===== config.mk =====
export PLATFORM = sky130hd
export DESIGN_NAME = vec_lane_exec
export DESIGN_NICKNAME = d
export VERILOG_FILES = /design/src/rtl/vec_pkg.sv /design/src/rtl/vec_lane_alu.sv /design/src/rtl/vec_lane_exec.sv
export SDC_FILE = /design/constraint.sdc
export NUM_CORES = 1
export LEC_CHECK = 0
export ABC_CLOCK_PERIOD_IN_PS = 14400
export CAP_MARGIN = 20
export CORE_MARGIN = 2
export CORE_UTILIZATION = 53
export CTS_BUF_LIST = sky130_fd_sc_hd__clkbuf_4
export CTS_CLUSTER_SIZE = 24
export DETAILED_ROUTE_END_ITERATION = 16
export PLACE_DENSITY = 0.78
export SETUP_SLACK_MARGIN = 0.5
export SLEW_MARGIN = 30
export SYNTH_ARGS = -nofsm -noshare
export SYNTH_HDL_FRONTEND = slang
export SYNTH_SLANG_ARGS = --single-unit

===== constraint.sdc =====
create_clock -name clk_i -period 14.4 [get_ports clk_i]
set_clock_uncertainty 0.1 [all_clocks]
set_input_delay 2.88 -clock clk_i [delete_from_list [all_inputs] [get_ports clk_i]]
set_output_delay 2.88 -clock clk_i [all_outputs]
set_load 0.02 [all_outputs]

===== src/rtl/vec_pkg.sv =====
// Shared definitions for the vector execution sequencer: op encoding,
// decoded op struct and sequencer state enum.
package vec_pkg;

  localparam logic [1:0] OP_ADD = 2'b00;
  localparam logic [1:0] OP_SUB = 2'b01;
  localparam logic [1:0] OP_MUL = 2'b10;
  localparam logic [1:0] OP_ILL = 2'b11;
  localparam int         OP_SCALAR_BIT = 2;

  typedef enum logic [1:0] {
    S_IDLE,
    S_RUN,
    S_DRAIN,
    S_DONE
  } vec_exec_state_e;

  typedef struct packed {
    logic       scalar;
    logic [1:0] fn;
  } vec_op_t;

  function automatic logic op_legal(input logic [1:0] fn);
    return fn != OP_ILL;
  endfunction

endpackage


===== src/rtl/vec_lane_alu.sv =====
// Single-lane combinational ALU: unsigned modulo add/sub/mult with operand-B
// selection between the vrf element and the latched scalar.
module vec_lane_alu
  import vec_pkg::*;
#(
  parameter int vdw_p = 8
) (
  input  logic [1:0]       fn_i,
  input  logic             scalar_sel_i,
  input  logic [vdw_p-1:0] a_i,
  input  logic [vdw_p-1:0] r1_i,
  input  logic [vdw_p-1:0] scalar_i,
  output logic [vdw_p-1:0] res_o
);

  logic [vdw_p-1:0] b;

  assign b = scalar_sel_i ? scalar_i : r1_i;

  // Same-width operands keep only the low vdw_p bits of the product.
  always_comb begin
    res_o = '0;
    case (fn_i)
      OP_ADD:  res_o = a_i + b;
      OP_SUB:  res_o = a_i - b;
      OP_MUL:  res_o = a_i * b;
      default: res_o = '0;
    endcase
  end

endmodule


===== src/rtl/vec_lane_exec.sv =====
// Vector execution sequencer: streams two source vectors from the vrf a lane
// group per beat, computes per-lane results and writes them back one cycle later.
module vec_lane_exec
  import vec_pkg::*;
#(
  parameter  int els_p   = 32,
  parameter  int vlen_p  = 8,
  parameter  int vdw_p   = 8,
  parameter  int lanes_p = 4,
  localparam int v_addr_width_lp     = $clog2(els_p),
  localparam int local_addr_width_lp = $clog2(vlen_p),
  localparam int addr_width_lp       = v_addr_width_lp + local_addr_width_lp
) (
  input  logic                       clk_i,
  input  logic                       reset_i,
  input  logic                       v_i,
  output logic                       ready_o,
  input  logic [2:0]                 op_i,
  input  logic [v_addr_width_lp-1:0] vs1_i,
  input  logic [v_addr_width_lp-1:0] vs2_i,
  input  logic [v_addr_width_lp-1:0] vd_i,
  input  logic [vdw_p-1:0]           scalar_i,
  output logic [addr_width_lp-1:0]   r0_addr_o,
  output logic [addr_width_lp-1:0]   r1_addr_o,
  input  logic [lanes_p*vdw_p-1:0]   r0_data_i,
  input  logic [lanes_p*vdw_p-1:0]   r1_data_i,
  output logic [addr_width_lp-1:0]   w_addr_o,
  output logic [lanes_p*vdw_p-1:0]   w_data_o,
  output logic                       w_en_o,
  output logic                       v_o,
  input  logic                       yumi_i
);

  localparam int LAW = local_addr_width_lp;
  localparam logic [LAW-1:0] LAST_ELEM = LAW'(vlen_p - lanes_p);
  localparam logic [LAW-1:0] ELEM_STEP = LAW'(lanes_p);

  vec_exec_state_e state_q, state_d;

  vec_op_t                    op_q;
  logic [v_addr_width_lp-1:0] vs1_q, vs2_q, vd_q;
  logic [vdw_p-1:0]           scalar_q;
  logic [LAW-1:0]             elem_q;
  logic                       accept;
  logic                       last_beat;

  logic                     wvld_q;
  logic [addr_width_lp-1:0] waddr_q;
  logic [lanes_p-1:0][vdw_p-1:0] wdata_q;

  logic [lanes_p-1:0][vdw_p-1:0] r0_lanes, r1_lanes, res;

  assign r0_lanes  = r0_data_i;
  assign r1_lanes  = r1_data_i;
  assign last_beat = (elem_q == LAST_ELEM);

  always_comb begin
    state_d = state_q;
    ready_o = 1'b0;
    v_o     = 1'b0;
    accept  = 1'b0;
    case (state_q)
      S_IDLE: begin
        ready_o = 1'b1;
        if (v_i) begin
          accept  = 1'b1;
          state_d = S_RUN;
        end
      end
      S_RUN:   if (last_beat) state_d = S_DRAIN;
      S_DRAIN: state_d = S_DONE;
      S_DONE: begin
        v_o = 1'b1;
        if (yumi_i) state_d = S_IDLE;
      end
      default: state_d = S_IDLE;
    endcase
  end

  always_ff @(posedge clk_i or posedge reset_i) begin
    if (reset_i) state_q <= S_IDLE;
    else         state_q <= state_d;
  end

  always_ff @(posedge clk_i or posedge reset_i) begin
    if (reset_i) begin
      op_q     <= '0;
      vs1_q    <= '0;
      vs2_q    <= '0;
      vd_q     <= '0;
      scalar_q <= '0;
      elem_q   <= '0;
    end else if (accept) begin
      op_q.scalar <= op_i[OP_SCALAR_BIT];
      op_q.fn     <= op_i[1:0];
      vs1_q       <= vs1_i;
      vs2_q       <= vs2_i;
      vd_q        <= vd_i;
      scalar_q    <= scalar_i;
      elem_q      <= '0;
    end else if (state_q == S_RUN) begin
      elem_q <= elem_q + ELEM_STEP;
    end
  end

  assign r0_addr_o = {vs1_q, elem_q};
  assign r1_addr_o = {vs2_q, elem_q};

  for (genvar i = 0; i < lanes_p; i++) begin : g_lane
    vec_lane_alu #(.vdw_p(vdw_p)) u_alu (
      .fn_i         (op_q.fn),
      .scalar_sel_i (op_q.scalar),
      .a_i          (r0_lanes[i]),
      .r1_i         (r1_lanes[i]),
      .scalar_i     (scalar_q),
      .res_o        (res[i])
    );
  end

  // Write stage: beat b lands while beat b+1 is read; disjoint elements make
  // vd aliasing a source safe.
  always_ff @(posedge clk_i or posedge reset_i) begin
    if (reset_i) begin
      wvld_q  <= 1'b0;
      waddr_q <= '0;
      wdata_q <= '0;
    end else begin
      wvld_q <= (state_q == S_RUN);
      if (state_q == S_RUN) begin
        waddr_q <= {vd_q, elem_q};
        wdata_q <= res;
      end
    end
  end

  assign w_en_o   = wvld_q & op_legal(op_q.fn);
  assign w_addr_o = waddr_q;
  assign w_data_o = wdata_q;

endmodule

== Word level (Yosys, flattened, before mapping) ==
Index checks and enable logic that the tools add are counted.
Word-level totals
  register bits after elaboration: 72
  input bits: 94
  output and inout bits: 59
Operators by class
  add/subtract/negate cells: 9
  multiply operators: 4
  equality and inequality tests: 10
  muxes and demuxes: 18
  bitwise operators: 1
  reduce and logical (&&, ||, !) cells: 4
Operators with widths (number)
  8-bit one-hot mux with 3 select lines: 4
  8-bit adder: 4
  8-bit by 8-bit multiplier with 8-bit output: 4
  8-bit two-way mux: 4
  8-bit subtractor: 4
  2-bit != test, second input constant: 4
  2-bit one-hot mux with 4 select lines: 1
  2-bit equality test, second input constant: 3
  2-bit two-way mux: 3
  3-bit two-way mux: 2
  2-bit by 1-bit equality test with 1-bit output, second input constant: 2
  2-bit zero test: 2
  1-bit two-way mux: 4
  3-bit adder, second input constant: 1
  3-bit equality test, second input constant: 1
  3-bit AND reduction: 1
  2-bit nonzero test: 1
  1-bit bitwise AND: 1

== Depth between registers and ports, before layout ==
Gate-level depths: netlist of run 1.
  depth after elaboration: 3
  depth in mapped cells: 19

== Cells and area by module ==
From an unflattened synthesis of run 1, not the netlist that was laid out.
Second synthesis, totals
  cell total of the unflattened synthesis: 926
  area, all modules: 8871.0 um^2
By module, submodules not included
  vec_lane_alu at g_lane[0].u_alu ...: times used 2, cells each 187, area each 1554.0 um^2, sequential area each 0.0 um^2
  vec_lane_exec: times used 1, cells each 165, area each 2653.8 um^2, sequential area each 1701.6 um^2
  vec_lane_alu at g_lane[3].u_alu: times used 1, cells each 199, area each 1586.5 um^2, sequential area each 0.0 um^2
  vec_lane_alu at g_lane[2].u_alu: times used 1, cells each 188, area each 1522.7 um^2, sequential area each 0.0 um^2

== Least setup slack after synthesis of run 1 ==
No wires, ideal clock.
  path type: input port to flip-flop
  start point: in r1_data_i[10]
  end point: reg wdata_q (netlist bit w_data_o[15])
  arrival time: 6.449 ns
  required time: 14.163 ns
  slack: 7.714 ns
  stages on the path: 15
  path buffers: 0
  cells stage by stage: mux2_2 -> and2_1 -> ha_1 -> fa_1 -> ha_1 -> inv_1 -> fa_1 -> inv_1 -> fa_1 -> a21o_1 -> a21oi_1 -> xnor2_1 -> xnor3_1 -> a22oi_1 -> a21oi_1
Between the ends
  cells in the longest elaborated chain, start to end: 3
  elaborated cells between the ends (all ways): 5
RTL lines
  from (decl): RTL line vec_lane_exec.sv:26  | input logic [lanes_p*vdw_p-1:0] r1_data_i,
  8-bit two-way mux (*): RTL line vec_lane_alu.sv:18  | assign b = scalar_sel_i ? scalar_i : r1_i;
  8-bit by 8-bit multiplier with 8-bit output (tied with other cells): RTL line vec_lane_alu.sv:26  | OP_MUL: res_o = a_i * b;
  8-bit one-hot mux with 3 select lines (*): RTL line vec_lane_alu.sv:23  | case (fn_i)
  to (signal assigned): RTL line vec_lane_exec.sv:131  | wdata_q <= res;
  to (decl): RTL line vec_lane_exec.sv:49  | logic [lanes_p-1:0][vdw_p-1:0] wdata_q;
Mark *: on every way between the ends. The rest lies on a longest branch, timed or not.
A chain may end at the register's enable or synchronous reset.

== Worst setup path after layout of run 1 ==
  start point: in r1_data_i[26]
  end point: reg wdata_q (netlist bit w_data_o[31])
Same word-level chain as after synthesis.

==> results of run 1 <==
-- path summary, 6_finish.rpt --
kind	start	endpoint	slack, ps	cells past startpoint
max in group asynchronous	reset_i	op_q[2]	10940	3
hold reg to reg	vd_q[2]	w_addr_o[5]	420	1
setup / recovery	r1_data_i[26]	w_data_o[31]	7430	16
setup reg to reg	op_q[2]	w_data_o[31]	8860	16
min in group asynchronous	reset_i	scalar_q[1]	2780	3
hold / removal	vd_q[2]	w_addr_o[5]	420	1
-- cells in the mapped netlist, types with 9 or more instances --
cell and number:
a21o_1 14, a21oi_1 70, a22oi_1 14, and2_1 19, clkbuf_1 22, dfrtp_1 68, fa_1 52, ha_1 104
inv_1 120, mux2_2 44, mux2i_1 24, nand2_1 63, nand2b_1 12, nor2_1 93, nor2b_1 52, nor3_1 9
o21ai_0 32, xnor2_1 77, xor2_1 22
-- cells by family (layout without fill, tap and decap cells) --
logic type                 count (synthesis)  in the layout  share of synthesized area
buffers and inverters                    157            288                     0.0762
muxes                                     69             69                     0.0878
other                                      1              6                   0.000434
adders and majority gates                156            156                      0.271
and+or+nand+nor                          265            265                      0.148
xor gates and xnor gates                 104            104                      0.113
DFF                                       68             68                      0.197
AOI/OAI and AO/OA                        154            154                      0.107
-- worst register-to-register path, stage by stage, from the launching register on --
cell	delay, ps
dfrtp_2	790
buf_4	500
mux2i_1	690
nor2b_1	130
ha_1	260
fa_1	470
ha_1	280
inv_1	50
fa_1	530
inv_1	60
fa_1	460
a21o_1	190
a21oi_1	180
xnor2_1	160
xnor3_1	330
a22oi_1	140
a21oi_1	90
-- state kept, by name, summed over array words and instances, names as in the netlist --
name      count
w_data_o     32
w_addr_o      6
vs2_q         5
wvld_q        1
elem_q        1
state_q       2
vs1_q         5
op_q          3
scalar_q      8
vd_q          5
-- routing by layer --
layer  share of wire  track usage  vias up
li1                -            -     3452
met1            0.42        0.339     3423
met2            0.48        0.467      266
met3           0.075       0.0648       44
met4           0.025       0.0882        0
met5               0            0        -
-- area by class of cell --
cell class,count,area share
flip-flops and latches,68,0.164
multi-input cells,754,0.609
clock buffers,10,0.00725
repair buffers,151,0.145
inverters,121,0.0439
well taps,216,0.0261
clock inverters,6,0.00411
-- stage by stage --
stage / setup WS [ps] / instance area, um^2
4_1_cts: 7470 / 10400
3_3_place_gp: 7000 / 10200
2_1_floorplan: 7710 / 8660
5_1_grt: 7170 / 10400
6_report: 7430 / 10400
3_5_place_dp: 6970 / 10200
==> impl_metrics.csv, run 1 <==
group,metric,value,unit
synthesis,seq_area_frac_synth,0.197,
global_routing,grt_max_degree,69,
hold_path,hold_path_class,"flop to flop",
worst_setup_path,critical_path_class,"primary input to flop",
timing,finalSetupViolations,0,
timing,finalCritPeriodShare,0.484,
cts,cts.sinks,68,
synthesis,synth_seq_cells,68,
global_routing,gr-total-overflow,0,
timing,worstMarginPinSlew,824,ps
worst_setup_path,cp-start-kind,"primary input",
global_routing,grt_pass1_vias,7455,
timing,relSlewSlack,0.435,
layout,fillers,1396,
layout,final_cells,1326,
synthesis,synth_warnings,0,
place,dp_cells,1310,
worst_setup_path,critPathBufInv,3,
die,io_pins,153,
routing,wl_per_cell,17.2,um
routing,drt_iter0_drc,470,
global_routing,antenna_found_initial,0,
synthesis,yosys.area.top_type,"dfrtp_1",
timing,setup_tns,0,ps
cts,cts-root-buf,"clkbuf_4",
worst_setup_path,cp.arrival,7210,ps
layout,syn_to_final_growth,19.9,%
layout,antennaDiodeCount,0,
timing,post-route-min-period,6970,ps
synthesis,synth_area_leaders,"dfrtp_1 (20%), ha_1 (15%), fa_1 (12%)",
cts,clock_latency,480,ps
layout,final_core_util,0.652,
synthesis,synth_area,0.00864,mm^2
timing,timing.fmax,0.143,GHz
synthesis,synth-main-ff-cell,"dfrtp_1",
routing,first_pass_iters,5,
synthesis,synth_top_cell_area_share,0.197,
routing,vias,7185,
die,die_h,132,um
place,dp_hpwl,17900,um
cts,cts_max_level,3,
layout,layout_common_cells,"clkdlybuf4s50_1 (146), inv_1 (119), ha_1 (103)",
worst_setup_path,worstSetupEndpointType,"flop",
cts,clkTransAtPathRegs,130,ps
routing,drc,0,
die,core_area,0.0159,mm^2
timing,rsz0062_at_grt,"false",
cts,cts_made_buffers,9,
layout,layout_commonest_cell,"clkdlybuf4s50_1",
worst_setup_path,required,14630,ps
layout,multi_input_area,0.00631,mm^2
worst_setup_path,crit_top_cell,"fa_1",
cts,ctsHoldBuffers,0,
synthesis,syn_avg_cell_area,8.87,um^2
worst_setup_path,crit_family,"adder cells",
layout,regArea,0.00170,mm^2
global_routing,grt_usage,0.273,
cts,clk_path_buf_depth,2,
cts,post_cts_buffers,0,
die,die_area,0.0173,mm^2
worst_setup_path,cp_cell_sequence,"clkdlybuf4s50_1, mux2i_1, nor2b_1, ha_1, fa_1, ha_1, inv_1, fa_1, inv_1, fa_1, a21o_1, a21oi_1, xnor2_1, xnor3_1, a22oi_1, a21oi_1",
place,place.port_buffers,146,
cts,cts_tree,"built",
routing,ant_nets,0,
routing,routed_via_density,5.42,
timing,finalHoldViolCount,0,
layout,nNetsFinal,1355,
synthesis,synthCells,974,
job,drv_cap,0,
layout,final_layout_size_suffix_gt1_frac,0.0694,
place,gp_congestion,0.918,
worst_setup_path,worstPathMaxFanout,9,
timing,timing.hold.ws,416,ps
synthesis,synth_edf_count,0,
synthesis,async_reset_ff_frac,1.00,
synthesis,synth_cell_types,50,
worst_setup_path,cp_slowest_cell,"mux2i_1",
run_status,outcome,"finished, final reports clean",
cts,cts_resized,0,
die,rows,46,
die,die_x,132,um
global_routing,grt_pass1_wl,37700,um
timing,maxSlewViolCount,0,
die,start_util,0.544,
worst_setup_path,max_stage_delay,570,ps
routing,drt_wl_total,22800,um
Power of run 1 is left out: the tool's default activity adds up to more than one toggle a clock period on the data nets, which glitch-free logic cannot reach.
==> run 2: changes to the inputs <==
--- a/config.mk
+++ b/config.mk
@@ -5,7 +5,7 @@
 export SDC_FILE = /design/constraint.sdc
 export NUM_CORES = 1
 export LEC_CHECK = 0
-export ABC_CLOCK_PERIOD_IN_PS = 14400
+export ABC_CLOCK_PERIOD_IN_PS = 7200
 export CAP_MARGIN = 20
 export CORE_MARGIN = 2
 export CORE_UTILIZATION = 53
==> constraint.sdc (replaced) <==
create_clock -name clk_i -period 7.2 [get_ports clk_i]
set_clock_uncertainty 0.1 [all_clocks]
set_input_delay 1.44 -clock clk_i [delete_from_list [all_inputs] [get_ports clk_i]]
set_output_delay 1.44 -clock clk_i [all_outputs]
set_load 0.02 [all_outputs]
==> impl_metrics.csv, run 2 (synthesized netlist as in run 1, its figures left out) <==
group,metric,value,unit
routing,routed_via_density,5.42,
layout,antennaDiodeCount,0,
cts,cts_tree,"built",
place,place.port_buffers,146,
cts,cts_max_level,3,
global_routing,grt_pass1_wl,37700,um
cts,clkTransAtPathRegs,120,ps
worst_setup_path,crit_top_cell,"fa_1",
timing,setup_tns,0,ps
global_routing,antenna_found_initial,0,
cts,cts_made_buffers,9,
timing,rsz0062_at_grt,"false",
layout,design_area,0.0104,mm^2
worst_setup_path,cp_slowest_cell,"fa_1",
worst_setup_path,crit_family,"adder cells",
routing,drt_iter0_drc,407,
routing,drc,0,
layout,layout_commonest_cell,"clkdlybuf4s50_1",
cts,cts.sinks,68,
worst_setup_path,required,7420,ps
layout,layout_common_cells,"clkdlybuf4s50_1 (146), inv_1 (119), ha_1 (103)",
place,dp_hpwl,17700,um
die,die_x,132,um
cts,cts-root-buf,"clkbuf_4",
worst_setup_path,critPathBufInv,4,
cts,post_cts_buffers,0,
run_status,outcome,"finished, final reports clean",
worst_setup_path,cp-start-kind,"primary input",
timing,timing.hold.ws,415,ps
layout,syn_to_final_growth,20.3,%
routing,ant_nets,0,
die,die_area,0.0173,mm^2
cts,clk_path_buf_depth,2,
die,die_h,132,um
cts,cts_resized,0,
worst_setup_path,cp.arrival,5840,ps
global_routing,grt_pass1_vias,7508,
worst_setup_path,max_stage_delay,550,ps
global_routing,gr-total-overflow,0,
timing,finalHoldViolCount,0,
routing,wl_per_cell,17.0,um
die,rows,46,
layout,final_layout_size_suffix_gt1_frac,0.0693,
global_routing,grt_usage,0.271,
global_routing,grt_max_degree,69,
timing,worstMarginPinSlew,962,ps
cts,clock_latency,470,ps
timing,relSlewSlack,0.358,
worst_setup_path,critical_path_class,"primary input to flop",
routing,first_pass_iters,5,
cts,ctsHoldBuffers,0,
timing,timing.fmax,0.178,GHz
routing,drt_wl_total,22600,um
timing,finalSetupViolations,0,
worst_setup_path,cp_cell_sequence,"clkdlybuf4s50_1, mux2_2, nand2_1, fa_1, fa_1, inv_1, fa_1, inv_1, fa_1, inv_1, ha_1, a21oi_1, xnor2_1, xnor3_1, a22oi_1, a21oi_1",
timing,finalCritPeriodShare,0.780,
worst_setup_path,worstPathMaxFanout,5,
job,drv_cap,0,
die,core_area,0.0159,mm^2
hold_path,hold_path_class,"flop to flop",
layout,largest_reg_flops,32,
die,io_pins,153,
die,start_util,0.544,
worst_setup_path,worstSetupEndpointType,"flop",
routing,vias,7196,
timing,maxSlewViolCount,0,
timing,post-route-min-period,5620,ps
place,gp_congestion,0.879,
place,post_dp_cell_area,0.0102,mm^2
layout,nNetsFinal,1356,
==> run 2: changes by cell type in the layout (fill, tap and decap cells not counted), sizes merged <==
cell / delta
bufinv: +1
clkbuf: -1
inv: +1
clkinvlp: -1
buf: +1
==> run 2: final timing paths <==
kind | startpoint | endpoint | slack (ps) | cells after the start
max | r1_data_i[12] | w_data_o[15] | 1580 | 16
min | vd_q[2] | vd_q[2] | 410 | 1
max reg2reg | op_q[2] | w_data_o[7] | 1770 | 16
min reg2reg | vd_q[2] | vd_q[2] | 410 | 1
max in group asynchronous | reset_i | op_q[2] | 5160 | 3
min in group asynchronous | reset_i | scalar_q[0] | 1350 | 3
==> run 2: final cells by class <==
class | instances | area [um^2]
clock inverter | 7 | 76.3
inverter | 121 | 454
timing repair buffer | 152 | 1510
tap | 216 | 270
fill | 1387 | 5490
clock buffer | 9 | 67.6
multi-input combinational | 754 | 6310
sequential | 68 | 1700
==> run 2: layer usage <==
layer	track usage	routed length, um	vias up
li1	-	-	3447
met3	0.0610	1640	30
met5	0	0	-
met2	0.467	11000	270
met4	0.0791	394	0
met1	0.339	9470	3449
==> run 2: through the flow <==
| stage | cells | utilization | setup WS [ps] |
|---|---|---|---|
| 3_5_place_dp | 1311 | 0.645 | 1140 |
| 3_3_place_gp | 1311 | 0.645 | 1230 |
| 6_report | 1327 | 0.654 | 1580 |
| 5_1_grt | 1327 | 0.654 | 1360 |
| 4_1_cts | 1327 | 0.654 | 1610 |
| 2_1_floorplan | 979 | - | 1950 |
Power of run 2 is left out for the same reason.
==> run 3: changes to the inputs <==
--- a/config.mk
+++ b/config.mk
@@ -5,7 +5,7 @@
 export SDC_FILE = /design/constraint.sdc
 export NUM_CORES = 1
 export LEC_CHECK = 0
-export ABC_CLOCK_PERIOD_IN_PS = 7200
+export ABC_CLOCK_PERIOD_IN_PS = 5800
 export CAP_MARGIN = 20
 export CORE_MARGIN = 2
 export CORE_UTILIZATION = 53
==> constraint.sdc (replaced) <==
create_clock -name clk_i -period 5.8 [get_ports clk_i]
set_clock_uncertainty 0.1 [all_clocks]
set_input_delay 1.16 -clock clk_i [delete_from_list [all_inputs] [get_ports clk_i]]
set_output_delay 1.16 -clock clk_i [all_outputs]
set_load 0.02 [all_outputs]
==> impl_metrics.csv, run 3 (synthesized netlist as in run 1, its figures left out) <==
group,metric,value,unit
global_routing,antenna_found_initial,0,
global_routing,grtUsageMet3,0.0710,
layout,antennaDiodeCount,0,
die,die_h,132,um
global_routing,grt_pass1_vias,7520,
routing,drt_iter0_drc,533,
timing,setup_tns,0,ps
cts,cts_tree,"built",
place,dp_cells,1333,
cts,clkTransAtPathRegs,130,ps
worst_setup_path,cp-start-kind,"primary input",
global_routing,busiest_layer,"met2",
job,drv_cap,0,
layout,final_cells,1349,
global_routing,grt_pass1_wl,37700,um
timing,relSlewSlack,0.474,
global_routing,grt_max_degree,73,
layout,syn_to_final_growth,22.5,%
worst_setup_path,required,6120,ps
place,place.port_buffers,146,
timing,worstMarginPinSlew,789,ps
layout,layout_common_cells,"clkdlybuf4s50_1 (146), inv_1 (119), ha_1 (103)",
die,rows,46,
routing,drt_wl_total,22600,um
layout,layout_commonest_cell,"clkdlybuf4s50_1",
cts,cts.sinks,68,
global_routing,grt_usage,0.272,
cts,cts_max_level,3,
timing,maxSlewViolCount,0,
worst_setup_path,critical_path_class,"primary input to flop",
routing,first_pass_iters,5,
timing,post-route-min-period,5170,ps
die,die_x,132,um
cts,clock_latency,470,ps
global_routing,gr-total-overflow,0,
place,dp_hpwl,18000,um
layout,final_layout_size_suffix_gt1_frac,0.0900,
global_routing,use_met2,0.461,
place,gp_congestion,0.919,
die,start_util,0.544,
routing,drc,0,
die,io_pins,153,
routing,wl_per_cell,16.8,um
cts,cts_made_buffers,9,
worst_setup_path,cp.arrival,5490,ps
die,die_area,0.0173,mm^2
hold_path,hold_path_class,"flop to flop",
routing,vias,7215,
routing,ant_nets,0,
cts,cts-root-buf,"clkbuf_4",
worst_setup_path,worstPathMaxFanout,7,
global_routing,use_met1,0.345,
timing,timing.fmax,0.193,GHz
timing,finalSetupViolations,0,
routing,routed_via_density,5.35,
timing,finalCritPeriodShare,0.892,
timing,finalHoldViolCount,0,
timing,rsz0062_at_grt,"true",
layout,largest_reg_flops,32,
die,core_area,0.0159,mm^2
worst_setup_path,worstSetupEndpointType,"flop",
run_status,outcome,"finished, final reports clean",
cts,clk_path_buf_depth,2,
layout,nNetsFinal,1378,
[run 3: cell count changes in the layout (fill, tap and decap cells not counted), moves of 2 or more]
cell	change
inv_6	+2
mux2_2	-7
buf_4	+22
clkinv_4	-3
mux2_4	+7
[run 3: timing repair]
item	4_1_cts	5_1_grt
resized for setup	0	12
hold buffers	0	0
hold endpoints to repair	0	0
buffers inserted	0	0
setup endpoints to repair	0	4
[run 3: cell type report]
| type | instances | area (um^2) |
|---|---|---|
| multi-input cells | 754 | 6350 |
| fillers | 1344 | 5300 |
| flip-flops and latches | 68 | 1710 |
| repair buffers | 174 | 1680 |
| inverters | 121 | 454 |
| well taps | 216 | 270 |
| clock buffers | 9 | 67.6 |
| clock inverters | 7 | 50.0 |
[run 3: routing by layer]
metal | part of all wire | vias up
met1 | 0.43 | 3455
li1 | - | 3495
met2 | 0.48 | 237
met4 | 0.018 | 0
met5 | 0 | -
met3 | 0.075 | 28
[run 3: path summary, 6_finish.rpt]
check | startpoint | end | slack, ps | cells after the start
worst min register to register | vd_q[2] | vd_q[2] | 420 | 1
max in group asynchronous | reset_i | op_q[2] | 3590 | 3
min in group asynchronous | reset_i | vs1_q[4] | 980 | 2
worst max register to register | op_q[2] | w_data_o[7] | 820 | 15
worst max-delay path | r1_data_i[3] | w_data_o[7] | 630 | 16
worst min-delay path | vd_q[2] | vd_q[2] | 420 | 1
[run 3: critical path, cell delays in order]
cell	delay, ps
clkdlybuf4s50_1	520
mux2_4	230
nand2_1	90
fa_1	450
fa_1	550
inv_1	50
fa_1	470
inv_1	50
fa_1	520
inv_1	40
ha_1	320
a21oi_1	190
xnor2_1	160
xnor3_1	330
o21ai_0	190
o22a_1	150
[run 3: stage by stage]
step | setup WS [ps] | util | area [um^2] | hold WS (ps)
after floorplan | 834 | - | 8660 | 374
after global placement | 133 | 0.656 | 10400 | 383
after detailed placement | 68.1 | 0.656 | 10400 | 390
after CTS | 584 | 0.663 | 10500 | 417
after global routing | 478 | 0.666 | 10600 | 431
final | 629 | 0.666 | 10600 | 418
Power of run 3 is left out for the same reason.
